**config.mk**
```make
export PLATFORM = sky130hd
export DESIGN_NAME = spi_mem_arbiter
export DESIGN_NICKNAME = d
export VERILOG_FILES = /design/src/rtl/jrb8_mem_pkg.sv /design/src/rtl/spi_mem_arbiter.sv
export SDC_FILE = /design/constraint.sdc
export NUM_CORES = 1
export LEC_CHECK = 0
export ABC_CLOCK_PERIOD_IN_PS = 2700
export CORE_MARGIN = 2
export CORE_UTILIZATION = 42
export DETAILED_ROUTE_END_ITERATION = 6
export HOLD_SLACK_MARGIN = 0.02
export PLACE_DENSITY = 0.76
export SLEW_MARGIN = 10
export SYNTH_ARGS = -nofsm -noshare
export SYNTH_HDL_FRONTEND = slang
export SYNTH_SLANG_ARGS = --single-unit
```
**constraint.sdc**
```tcl
create_clock -name clk -period 2.7 [get_ports clk]
set_input_delay 0.81 -clock clk [delete_from_list [all_inputs] [get_ports clk]]
set_output_delay 0.81 -clock clk [all_outputs]
set_load 0.1 [all_outputs]
```
**src/rtl/jrb8_mem_pkg.sv**
```systemverilog
// Shared types for the serial memory port: arbiter states, port owner and
// the default watchdog limit.
package jrb8_mem_pkg;

   localparam logic [15:0] TIMEOUT_DEFAULT = 16'd2048;

   typedef enum logic [1:0] {
      IDLE,
      FETCH,
      DATA,
      DONE
   } mem_state_t;

   typedef enum logic {
      OWN_FETCH,
      OWN_DATA
   } mem_owner_t;

endpackage

```
**src/rtl/spi_mem_arbiter.sv**
```systemverilog
// Two-way round-robin arbiter for the single SPI memory port (instruction fetch
// from ROM vs. data RAM access), with chip-select steering and a watchdog abort.
module spi_mem_arbiter
   import jrb8_mem_pkg::*;
#(
   parameter int          ADDR_W  = 16,
   parameter logic [15:0] TIMEOUT = TIMEOUT_DEFAULT
) (
   input  logic              clk,
   input  logic              rst,
   input  logic              fetch_req,
   input  logic [ADDR_W-1:0] fetch_addr,
   output logic              fetch_gnt,
   output logic              fetch_done,
   input  logic              data_req,
   input  logic              data_we,
   input  logic [ADDR_W-1:0] data_addr,
   input  logic [7:0]        data_wdata,
   output logic              data_gnt,
   output logic              data_done,
   output logic [7:0]        rdata,
   output logic              err,
   output logic              spi_start,
   output logic              spi_write,
   output logic [ADDR_W-1:0] spi_address,
   output logic [7:0]        spi_wdata,
   input  logic              spi_done,
   input  logic [7:0]        spi_rdata,
   input  logic              spi_cs,
   output logic              cs_rom,
   output logic              cs_ram
);

   mem_state_t        state;
   mem_owner_t        last_owner;
   logic [15:0]       wdog;
   logic [ADDR_W-1:0] addr_q;
   logic              we_q;
   logic [7:0]        wdata_q;

   // On a tie the requester that was not served last wins.
   function automatic mem_owner_t pick(input logic f, input logic d, input mem_owner_t last);
      if (f && d)
         return (last == OWN_FETCH) ? OWN_DATA : OWN_FETCH;
      else if (d)
         return OWN_DATA;
      else
         return OWN_FETCH;
   endfunction

   always_ff @(posedge clk or posedge rst) begin
      if (rst) begin
         state      <= IDLE;
         last_owner <= OWN_FETCH;
         wdog       <= '0;
         addr_q     <= '0;
         we_q       <= 1'b0;
         wdata_q    <= '0;
         fetch_gnt  <= 1'b0;
         data_gnt   <= 1'b0;
         fetch_done <= 1'b0;
         data_done  <= 1'b0;
         err        <= 1'b0;
         spi_start  <= 1'b0;
         rdata      <= '0;
      end else begin
         fetch_done <= 1'b0;
         data_done  <= 1'b0;
         err        <= 1'b0;
         case (state)
            IDLE: begin
               if (fetch_req || data_req) begin
                  wdog      <= '0;
                  spi_start <= 1'b1;
                  if (pick(fetch_req, data_req, last_owner) == OWN_DATA) begin
                     state    <= DATA;
                     data_gnt <= 1'b1;
                     addr_q   <= data_addr;
                     we_q     <= data_we;
                     wdata_q  <= data_wdata;
                  end else begin
                     state     <= FETCH;
                     fetch_gnt <= 1'b1;
                     addr_q    <= fetch_addr;
                     we_q      <= 1'b0;
                     wdata_q   <= '0;
                  end
               end
            end
            FETCH, DATA: begin
               wdog <= wdog + 16'd1;
               // A completion on the last watchdog cycle still counts as success.
               if (spi_done || (wdog == TIMEOUT - 16'd1)) begin
                  if (spi_done && !(state == DATA && we_q))
                     rdata <= spi_rdata;
                  err        <= !spi_done;
                  fetch_done <= (state == FETCH);
                  data_done  <= (state == DATA);
                  spi_start  <= 1'b0;
                  state      <= DONE;
               end
            end
            DONE: begin
               last_owner <= data_gnt ? OWN_DATA : OWN_FETCH;
               fetch_gnt  <= 1'b0;
               data_gnt   <= 1'b0;
               state      <= IDLE;
            end
            default: state <= IDLE;
         endcase
      end
   end

   always_comb begin
      spi_address = '0;
      spi_wdata   = '0;
      spi_write   = 1'b0;
      if (state != IDLE) begin
         spi_address = addr_q;
         spi_wdata   = wdata_q;
         spi_write   = (state == DATA) && we_q;
      end
   end

   // Chip-select follows the engine only toward the current owner's device.
   assign cs_rom = (state == FETCH) ? spi_cs : 1'b1;
   assign cs_ram = (state == DATA)  ? spi_cs : 1'b1;

endmodule
```
==> impl_metrics.ini <==
[synthesis]
synthDistinctLibCells = 40
synthCells = 271
ys_seq_area_share_pct = 51.9
syn_area_per_cell_um2 = 10.3
synth_area_leaders = dfrtp_1, nor2b_1, a222oi_1, mux2_2, inv_1
netlist.top_cell.by_area = dfrtp_1
synth.cell_area_mm2 = 0.00279
yosysWarnings = 0
synth_fp_nets = 332
synth_top_area_share_pct = 51.9
ys_ff_latch = 58

[die]
fp.coreArea_mm2 = 0.00639
start_util_pct = 43.8
die-width_um = 85.6
num_io_pins = 96
dieArea_mm2 = 0.00732
num_rows = 29
die_h_um = 85.6

[clock_network]
root_buffer = clkbuf_8
ctsHoldBuffers = 0
htreeDepth = 3
clock_latency_ps = 330
postCtsSetupRepairBufs = 0
cts_sinks = 58
cts_resized = 0
clkSlewWorstSetupHoldPaths_ps = 60
ctsLongestPathBuffers = 2
cts_buffers = 9
cts_tree = done

[min_path]
hp-class = flip-flop to flip-flop
hold_start = addr_q[15]$_DFFE_PP0P_
whs_endpoint = addr_q[15]$_DFFE_PP0P_
holdPathStages = 2

[place]
finalWeightedCongestion = 0.823
numPortBuffers = 95
hpwl_mm = 5.34

[cells_and_area]
final_nets = 434
syn_to_final_growth_pct = 61.3
fill_cells = 438
final_core_util_pct = 70.6
antennaDiodeCount = 0
drive_gt1_share_pct = 27.5

[sta]
fin_crit_ps = 2550
worstMarginPinSlew_ps = 902
final.setup_skew_ps = 9.00
hold_violations = 0
drv_slew = 0
rsz0062_at_grt = no
setup_viol = 0
fin_crit_sh_pct = 94.4
slew_headroom_pct = 39.7
max_freq_mhz = 392

[global_routing]
grt_antenna_before_repair = 0
grt_pass1_wl_mm = 12.1
grt_use_total_pct = 21.4
overflow = 0
grt_start_max_net_pins = 28
grt_pass1_vias = 2506

[critical_path]
cp.arrival_ps = 1740
ff2ff_path_depth = 7
setup.worst_path.start_class = flip-flop
cp-end-kind = primary output
reg2reg_slack_ps = 400
critPathKind = flip-flop to primary output
critPathMaxFanout = 20
timing.rr.end = wdog[9]$_DFFE_PP0P_
reg2reg_from = state[0]$_DFFE_PP0P_
required_ps = 1890

[detailed_routing]
viasPerCell = 5.41
routed_wl_mm = 7.27
drc = 0
ant_nets = 0
detail_route.wl_per_cell_um = 16.0
vias = 2463
drt_iter0_markers = 188
dr.pass1.iters = 6

[status]
status = completed

[job]
max_cap_viol_count = 0
[state kept, by name, summed over array words and instances (netlist names)]
signal / flops
addr_q: 16
wdog: 16
rdata: 8
wdata_q: 8
state: 2
data_done: 1
data_gnt: 1
err: 1
fetch_done: 1
fetch_gnt: 1
last_owner: 1
spi_start: 1
we_q: 1
[critical path, cell delays in order (launching register included)]
cell and delay [ps]:
dfrtp_1 410, inv_1 160, ha_4 290, buf_12 260, nor2b_1 110, buf_12 180
[cell usage after synthesis]
library cell and number:
xnor2_1 5, nand3_1 6, nand4_1 2, mux2_2 8, o221ai_1 1, a21oi_1 13, nor2b_1 25, a22o_1 9
and4_1 2, and3_1 3, a41oi_1 1, or3_1 8, o21ai_1 5, a31oi_1 1, nand4b_1 1, nor3b_1 1
clkbuf_1 15, inv_1 22, a21boi_0 1, a32o_1 1, nand2b_1 3, nor3_1 2, or3b_1 1, a41o_1 1
dfrtp_1 58, o21ai_0 10, nor4_1 2, a222oi_1 15, nand2_1 17, ha_1 6, mux2i_1 1, or4_1 3
o31ai_1 2, buf_2 2, nor4b_1 1, nor2_1 12, o22ai_1 1, or2_2 2, nor3b_4 1, and4b_1 1
[cells in the final DEF, fill, tap and decap left out, drive strengths merged, types with 3 or more instances in the layout]
cell	Yosys	final
or3	8	8
xnor2	5	5
or4	3	3
o21ai	15	15
nor2b	25	25
and3	3	3
nand3	6	6
a22o	9	9
buf	2	54
inv	22	22
dfrtp	58	58
mux2	8	8
ha	6	6
nor2	12	12
a21oi	13	13
a222oi	15	15
nand2b	3	3
clkbuf	15	12
clkdlybuf4s50	0	54
nand2	17	17
[logic make-up after synthesis]
group / share of synthesized area (%)
fa+ha+maj: 2.69
compound gates: 15.8
xor+xnor: 1.57
buf+inv: 5.33
simple gates: 19.1
mux: 3.58
flops: 51.9
[worst max-delay path by stage]
stage	endpoint	startpoint	depth (start not counted)	slack, ps
after floorplan	spi_address[15]	state[0]$_DFFE_PP0P_	4	-350
after global placement	wdog[13]$_DFFE_PP0P_	fetch_req	6	30
after detailed placement	wdog[9]$_DFFE_PP0P_	fetch_req	6	-80
after CTS	spi_wdata[1]	state[0]$_DFFE_PP0P_	5	10
after global routing	spi_wdata[1]	state[0]$_DFFE_PP0P_	5	30
final	spi_wdata[1]	state[0]$_DFFE_PP0P_	5	150
[final cells by class]
| class | instances | area [um^2] | share of cell area (%) |
|---|---|---|---|
| inverter | 22 | 82.6 | 1.83 |
| clock buffer | 12 | 165 | 3.66 |
| sequential | 58 | 1450 | 32.2 |
| timing repair buffer | 108 | 1310 | 29.0 |
| tap | 77 | 96.3 | 2.14 |
| clock inverter | 4 | 72.6 | 1.61 |
| multi-input combinational | 174 | 1330 | 29.5 |
[routing by layer]
layer	global-route usage, %	part of all wire, %	routed length [um]
met5	0	0	0
met4	10.5	2.8	207
met3	4.62	5.7	413
met2	31.7	48	3500
met1	29.8	43	3150
[through the flow]
step                      area [um^2]  setup WS, ps  cells  TNS (ps)  hold WS, ps
after floorplan                  2910          -349    271     -5180          442
after global placement           4260          29.7    439         0          466
after detailed placement         4260         -76.0    439      -295          469
after CTS                        4500          14.2    455         0          487
after global routing             4510          33.6    455         0          510
final                            4510           150    455         0          485
Power is left out: the tool's default activity adds up to more than one toggle a clock period on the data nets, which glitch-free logic cannot reach.
